## src/rtl/cpt4_arb_if.sv

```systemverilog
// rtl/cpt4_arb_if.sv - request/operand/result bundle for the 4-requester compare arbiter
//
// Signals:
//   REQ  [3:0]  per-requester request, bit i = requester i
//   A    [15:0] operand A, requester i drives A[4i+3:4i]
//   B    [15:0] operand B, requester i drives B[4i+3:4i]
//   GNT  [3:0]  one-hot grant, held for the whole transaction
//   ID   [1:0]  index of the granted / served requester
//   Y           registered result, latched A > latched B (unsigned)
//   DONE        one-cycle pulse when Y and ID are valid
//   BUSY        high whenever the arbiter is not idle
// Modports: master = requester side, slave = arbiter side.
interface cpt4_arb_if;
  logic [3:0]  REQ;
  logic [15:0] A;
  logic [15:0] B;
  logic [3:0]  GNT;
  logic [1:0]  ID;
  logic        Y;
  logic        DONE;
  logic        BUSY;

  modport master (
    output REQ, A, B,
    input  GNT, ID, Y, DONE, BUSY
  );

  modport slave (
    input  REQ, A, B,
    output GNT, ID, Y, DONE, BUSY
  );
endinterface

```

## src/rtl/cpt4_arb.sv

```systemverilog
// rtl/cpt4_arb.sv - 4-requester arbiter serving one unsigned 4-bit A > B compare per grant
//
// Ports:
//   clk  rising-edge clock
//   rst  synchronous active-high reset
//   bus  cpt4_arb_if.slave (REQ/A/B in, GNT/ID/Y/DONE/BUSY out)
// Configuration:
//   CPT4_ARB_FIXED_PRIO_EN  defined   -> fixed priority, lowest set REQ index wins
//                           undefined -> round-robin from a 2-bit pointer
// Timing: REQ sampled at edge n -> GNT/ID after edge n, DONE/Y after edge n+1,
//         back to idle after edge n+2 (one transaction per 3 cycles).
module cpt4_arb (
  input  logic      clk,
  input  logic      rst,
  cpt4_arb_if.slave bus
);

  typedef enum logic [1:0] {
    ST_IDLE = 2'd0,
    ST_CMP  = 2'd1,
    ST_DONE = 2'd2
  } state_t;

  state_t      state_q, state_d;
  logic [3:0]  gnt_q,   gnt_d;
  logic [1:0]  id_q,    id_d;
  logic        y_q,     y_d;
  logic        done_q,  done_d;
  logic [3:0]  a_lat_q, a_lat_d;
  logic [3:0]  b_lat_q, b_lat_d;

  logic        req_any;
  logic [1:0]  win;
  logic        grant_now;

  assign req_any   = |bus.REQ;
  assign grant_now = (state_q == ST_IDLE) && req_any;

  // Winner selection. Both loops scan from the least preferred candidate
  // to the most preferred, so the last hit is the one that sticks.
`ifdef CPT4_ARB_FIXED_PRIO_EN
  always_comb begin
    win = 2'd0;
    for (int i = 3; i >= 0; i--) begin
      if (bus.REQ[i]) win = 2'(i);
    end
  end
`else
  logic [1:0] ptr_q;
  logic [1:0] cand;

  always_comb begin
    win  = 2'd0;
    cand = 2'd0;
    for (int off = 3; off >= 0; off--) begin
      cand = ptr_q + 2'(off);
      if (bus.REQ[cand]) win = cand;
    end
  end

  // Pointer moves just past the requester that was granted.
  always_ff @(posedge clk) begin
    if (rst) begin
      ptr_q <= 2'd0;
    end else if (grant_now) begin
      ptr_q <= win + 2'd1;
    end
  end
`endif

  always_ff @(posedge clk) begin
    if (rst) begin
      state_q <= ST_IDLE;
      gnt_q   <= 4'd0;
      id_q    <= 2'd0;
      y_q     <= 1'b0;
      done_q  <= 1'b0;
      a_lat_q <= 4'd0;
      b_lat_q <= 4'd0;
    end else begin
      state_q <= state_d;
      gnt_q   <= gnt_d;
      id_q    <= id_d;
      y_q     <= y_d;
      done_q  <= done_d;
      a_lat_q <= a_lat_d;
      b_lat_q <= b_lat_d;
    end
  end

  always_comb begin
    state_d = state_q;
    gnt_d   = gnt_q;
    id_d    = id_q;
    y_d     = y_q;
    done_d  = 1'b0;
    a_lat_d = a_lat_q;
    b_lat_d = b_lat_q;

    case (state_q)
      ST_IDLE: begin
        gnt_d = 4'd0;
        if (req_any) begin
          gnt_d   = 4'b0001 << win;
          id_d    = win;
          // Operands are captured at the grant edge; later changes are ignored.
          a_lat_d = bus.A[{win, 2'b00} +: 4];
          b_lat_d = bus.B[{win, 2'b00} +: 4];
          state_d = ST_CMP;
        end
      end
      ST_CMP: begin
        y_d     = (a_lat_q > b_lat_q);
        done_d  = 1'b1;
        state_d = ST_DONE;
      end
      ST_DONE: begin
        gnt_d   = 4'd0;
        state_d = ST_IDLE;
      end
      default: begin
        gnt_d   = 4'd0;
        state_d = ST_IDLE;
      end
    endcase
  end

  assign bus.GNT  = gnt_q;
  assign bus.ID   = id_q;
  assign bus.Y    = y_q;
  assign bus.DONE = done_q;
  assign bus.BUSY = (state_q != ST_IDLE);

endmodule

```

## src/flat_wrapper.sv

```systemverilog
// flat-port wrapper written by rule: the top's interface ports become plain ports
module cpt4_arb_flat 
  (clk, rst, bus_REQ, bus_A, bus_B, bus_GNT, bus_ID, bus_Y, bus_DONE, bus_BUSY);
  cpt4_arb_if bus_i ();
  input  logic clk;
  input  logic rst;
  input wire logic [$bits(bus_i.REQ)-1:0] bus_REQ;
  input wire logic [$bits(bus_i.A)-1:0] bus_A;
  input wire logic [$bits(bus_i.B)-1:0] bus_B;
  output wire logic [$bits(bus_i.GNT)-1:0] bus_GNT;
  output wire logic [$bits(bus_i.ID)-1:0] bus_ID;
  output wire logic [$bits(bus_i.Y)-1:0] bus_Y;
  output wire logic [$bits(bus_i.DONE)-1:0] bus_DONE;
  output wire logic [$bits(bus_i.BUSY)-1:0] bus_BUSY;
  assign bus_i.REQ = bus_REQ;
  assign bus_i.A = bus_A;
  assign bus_i.B = bus_B;
  assign bus_GNT = bus_i.GNT;
  assign bus_ID = bus_i.ID;
  assign bus_Y = bus_i.Y;
  assign bus_DONE = bus_i.DONE;
  assign bus_BUSY = bus_i.BUSY;
  cpt4_arb u_core (.clk(clk), .rst(rst), .bus(bus_i));
endmodule
```

## config.mk

```make
export PLATFORM = sky130hd
export DESIGN_NAME = cpt4_arb_flat
export DESIGN_NICKNAME = d
export VERILOG_FILES = /design/src/rtl/cpt4_arb_if.sv /design/src/rtl/cpt4_arb.sv /design/src/flat_wrapper.sv
export SDC_FILE = /design/constraint.sdc
export NUM_CORES = 1
export LEC_CHECK = 0
export ABC_AREA = 1
export CORE_ASPECT_RATIO = 0.8
export CORE_MARGIN = 2
export CORE_UTILIZATION = 41
export DETAILED_ROUTE_END_ITERATION = 7
export PLACE_DENSITY = 0.74
export SETUP_SLACK_MARGIN = 0.3
export SYNTH_ARGS = -nofsm -noshare
export SYNTH_HDL_FRONTEND = slang
export SYNTH_SLANG_ARGS = --single-unit
export TNS_END_PERCENT = 10
```

## constraint.sdc

```tcl
create_clock -name clk -period 1.56 [get_ports clk]
set_input_delay 0.312 -clock clk [delete_from_list [all_inputs] [get_ports clk]]
set_output_delay 0.312 -clock clk [all_outputs]
set_load 0.01 [all_outputs]
```

After elaboration in Yosys (flattened, before gate mapping)

Index checks and enable logic that the tools add are counted.

Register bits: 20
Latch bits: 0
Bits in writable memories: 0
ROM bits: 0
Output and inout bits: 9
Logic and storage cells: 44
Memories kept: 0

$add $sub $neg: 4
Multipliers: 0
Divide/modulo/power cells: 0
$lt $le $gt $ge: 5
Equal/unequal tests: 2
Shifts and indexed selects: 3
Multiplexer cells: 17
Bitwise logic cells: 0
Reductions and logical operators: 5

Operator list:

| kind                  | number |
|---|---|
| $shiftx A16 B5 Y4     | 2 |
| $lt A2 B3 Y1 const B  | 4 |
| $mux W2               | 5 |
| $bmux W1 S2           | 4 |
| $pmux W4 S2           | 1 |
| $mux W1               | 5 |
| $add A2 B1 Y2 const B | 2 |
| $add A2 B2 Y2 const B | 2 |
| $gt A4 B4 Y1          | 1 |
| $mux W4               | 1 |
| $pmux W2 S2           | 1 |
| $reduce_or A4 Y1      | 1 |
| $shl A1 B2 Y4 const A | 1 |
| $eq A2 B1 Y1 const B  | 1 |
| $logic_not A2 Y1      | 1 |
| $ne A2 B1 Y1 const B  | 1 |
| $reduce_and A2 Y1     | 1 |
| $reduce_bool A2 Y1    | 1 |
| $logic_and A1 B1 Y1   | 1 |

Depth between registers and ports, before layout

Depth in word-level cells: 10
Depth in mapped cells: 15
Mapped depth without buffers: 13

Worst setup path after synthesis

OpenSTA, ideal clock, no wires.

Path kind: register to register
Start: reg u_core.ptr_q[0]
End: reg u_core.b_lat_q[1]
Library setup time: 0.117 ns
Data arrival time: 1.426 ns
Data required time: 1.443 ns
Path slack: 0.017 ns
Cell stages (with the launch flop): 16
Cell sequence: dfxtp_1 -> buf_6 -> inv_8 -> nand2_2 -> nand2_2 -> nand2_2 -> nand2_1 -> inv_1 -> nand2_2 -> a21oi_4 -> inv_2 -> buf_6 -> nand2_1 -> nor2_1 -> nor2_1 -> nor2_1

Word-level cells in the longest chain between the ends: 8
Elaborated cells between the ends (all ways): 16

Ends and longest elaborated chain:

| item                          | RTL line        | RTL |
|---|---|---|
| start: declaration            | cpt4_arb.sv:49  | `logic [1:0] ptr_q;` |
| start signal: assignment      | cpt4_arb.sv:66  | `ptr_q <= win + 2'd1;` |
| $add A2 B2 Y2                 | cpt4_arb.sv:56  | `cand = ptr_q + 2'(off);` |
| $bmux W1 S2                   | cpt4_arb.sv:57  | `if (bus.REQ[cand]) win = cand;` |
| $mux W1 (implied by the code) | cpt4_arb.sv:57  |  |
| $mux W2 (3 in a row)          | cpt4_arb.sv:57  |  |
| $mux W2 (*)                   | cpt4_arb.sv:57  |  |
| $shiftx A16 B5 Y4 (*)         | cpt4_arb.sv:108 | `b_lat_d = bus.B[{win, 2'b00} +: 4];` |
| end signal: assignment        | cpt4_arb.sv:87  | `b_lat_q <= b_lat_d;` |
| end: declaration              | cpt4_arb.sv:30  | `logic [3:0] b_lat_q, b_lat_d;` |

Mark *: on every way between the ends. The rest lies on a longest branch, timed or not. The select of a mux whose other input is x is not followed.
A chain may end at the register's enable or synchronous reset.

Worst setup path after layout

Ends and elaborated chain as after synthesis.

==> summary.md <==
| Metric | Value |
|---|---|
| CTS sink cnt | `20` |
| Commonest non-fill, non-tap cell in the layout | `nor2_1` |
| DP HPWL | `2590 um` |
| # DRC | `0` |
| Nets@finish | `321` |
| Aggregate global routing overflow | `0` |
| Arr. time, crit path | `1840 ps` |
| Min-Delay Path Class | `register to register` |
| Slew HR | `0.776` |
| Met3 Routed Length | `208 um` |
| RD Place Congestion | `0.772` |
| Die H | `56.4 um` |
| Crit share post-route | `1.05` |
| Rows | `19` |
| DR WL/cell | `11.4 um` |
| Antenna cells | `0` |
| Setup TNS Final | `-628 ps` |
| Synthesized netlist cell count | `218` |
| WS Path Type | `register to register` |
| Violated checks | `setup timing` |
| Yosys reg bits | `20` |
| Die Span X | `69.5 um` |
| Clock buffer depth | `2` |
| Met2 wire len | `1600 um` |
| Root Buffer | `clkbuf_8` |
| First-pass GRT wire length | `6310 um` |
| DRT iter0 DRCs | `61` |
| Lkg Pwr | `1.05 nW` |
| Synth Area per Inst | `6.46 um2` |
| Area of the mapped netlist | `0.00141 mm2` |
| TritonCTS clock tree | `yes` |
| Ys flop type | `dfxtp_1` |
| Number of global-route vias before repair | `1381` |
| Fin. max-slew vios | `0` |
| Vias per cell | `4.76` |
| Number of synthesized flops with an enable pin | `0` |
| Gr usage total | `0.196` |
| H-tree depth | `1` |
| Layout cells sized above 1 | `0.235` |
| Nature of the critical path endpoint | `register` |
| Inst Count DP | `312` |
| Buf+Inv Stages, Crit Path | `4` |
| Top delay family on crit path | `simple AND/OR/NAND/NOR gates` |
| Worst-path clk slew | `70 ps` |
| Routed wire length | `3650 um` |
| PortBufs | `46` |
| RSZ-0062 raised after global routing | `yes` |
| Setup violators final | `12` |
| Total CTS buffers | `3` |
| Post-DRT Antenna Nets | `0` |
| Metal1 wirelength | `1830 um` |
| Io pins | `47` |
| Critical path peak fanout | `12` |
| Initial antenna violation count | `0` |
| Required time of the critical path | `1760 ps` |
| Ys async rst share | `0` |
| Register area share after synthesis | `0.284` |
| Post-CTS Hold Fix Bufs | `0` |
| Commonest non-fill, non-tap cells in the layout | `nor2_1, nand2_1, clkdlybuf4s50_1` |
| Power Density | `1560 mW/mm2` |
| Slew @ Worst Pin | `336 ps` |
| Starting Density | `0.420` |
| Layout area overhead | `54.2%` |
| Finished Layout Cells | `319` |
| CORE AREA | `0.00335 mm2` |
| Die area | `0.00392 mm2` |
| VDD IR max | `897 uV` |
| Clock Skew | `1.94 ps` |
| CP Launch Type | `register` |
| Synth Net Count | `260` |
| Worst-Skew Late Latency | `260 ps` |
| Crit path largest cell delay | `330 ps` |
| Total via count in the routed design | `1519` |
| Setup ws final | `-84.9 ps` |
| Period minus WS final | `1640 ps` |
| Slowest CP cell | `dfxtp_2` |
| Final Hold Fails | `0` |
| Hold_ws | `465 ps` |
| 1st-pass router iterations | `4` |
| Largest net degree at the start of global routing | `23` |
| Uppermost routed layer | `met4` |
| Crit-path most repeated cell | `nor2_1` |
| Worst path cell trace | `buf_12 > inv_8 > nand2_2 > nand3_1 > nand2_1 > inv_2 > nand3_4 > buf_12 > nand2_8 > nor2_1 > nor2_1 > nor2_2 > nor2_1` |
| Synth cell types | `26` |
| Synth warn | `0` |
| Status | `finished, violations left` |
| Maximum clock rate | `608 MHz` |
| Max Cap Viol | `0` |
## cells by family after synthesis
group           count (synthesis)  synth area share
compound gates                 25             0.110
buf+inv                        42             0.144
flops                          20             0.284
simple gates                  127             0.426
fa+ha+maj                       4            0.0355
## synth_stat cells (2+ instances only)
library cell | count | share of area
clkbuf_1 | 4 | 0.011
nand2_1 | 39 | 0.10
inv_1 | 27 | 0.072
nand3_1 | 21 | 0.075
inv_2 | 5 | 0.013
nor2_1 | 42 | 0.11
o21ai_0 | 12 | 0.043
o21ai_1 | 2 | 0.0071
a21oi_1 | 5 | 0.018
buf_6 | 5 | 0.040
nand2_2 | 9 | 0.040
ha_1 | 4 | 0.036
nand4_1 | 8 | 0.036
o31ai_1 | 2 | 0.011
nor3_1 | 2 | 0.0071
nand3_2 | 2 | 0.014
dfxtp_1 | 20 | 0.28
## worst min-delay path, cell delays in order (launching register included)
cell and delay (ps):
dfxtp_1 310, nand2_1 60, o21ai_1 50
## area by class of cell
class | instances | area, um2
sequential | 20 | 402
multi-input combinational | 158 | 918
tap | 42 | 52.6
fill | 300 | 1180
timing repair buffer | 63 | 622
clock buffer | 3 | 41.3
inverter | 33 | 136
## path summary, 6_finish.rpt
kind	end	slack (ps)	from	cells past startpoint
setup / recovery	u_core.b_lat_q[1]	-80	u_core.ptr_q[0]	13
hold / removal	u_core.bus.GNT[3]	470	u_core.bus.GNT[3]	2
hold reg to reg	u_core.bus.GNT[3]	470	u_core.bus.GNT[3]	2
setup reg to reg	u_core.b_lat_q[1]	-80	u_core.ptr_q[0]	13
## per-stage QoR
step / utilization / power, mW / area, um2 / worst slack [ps]
floorplan: - / 2.14 / 1410 / 17.0
global placement: 0.597 / 2.66 / 2000 / -443
detailed placement: 0.597 / 2.69 / 2000 / -540
CTS: 0.635 / 3.28 / 2130 / -57.7
global route: 0.648 / 3.70 / 2170 / -210
finish: 0.648 / 3.39 / 2170 / -84.9
## power breakdown
part / internal, mW / switching [mW]
sequential: 0.643 / 0.0727
combinational: 0.998 / 1.34
clock: 0.172 / 0.165
total: 1.81 / 1.57
## layer usage
layer	vias to the layer above	global-route usage
met4	0	0.0252
met3	2	0.0395
li1	820	-
met5	-	0
met2	48	0.301
met1	649	0.291
## state kept, by name (all words and copies together), names as in the netlist
name,flops
u_core.a_lat_q,4
u_core.b_lat_q,4
u_core.bus.GNT,4
u_core.bus.ID,2
u_core.ptr_q,2
u_core.state_q,2
u_core.bus.DONE,1
u_core.bus.Y,1
## repair_timing
action	CTS	global route
endpoints found under the setup margin	27	19
gates resized for setup	32	12
buffers inserted	2	0
gates cloned	2	0
pin swaps	8	6
Power figures use the tool's default switching activity.
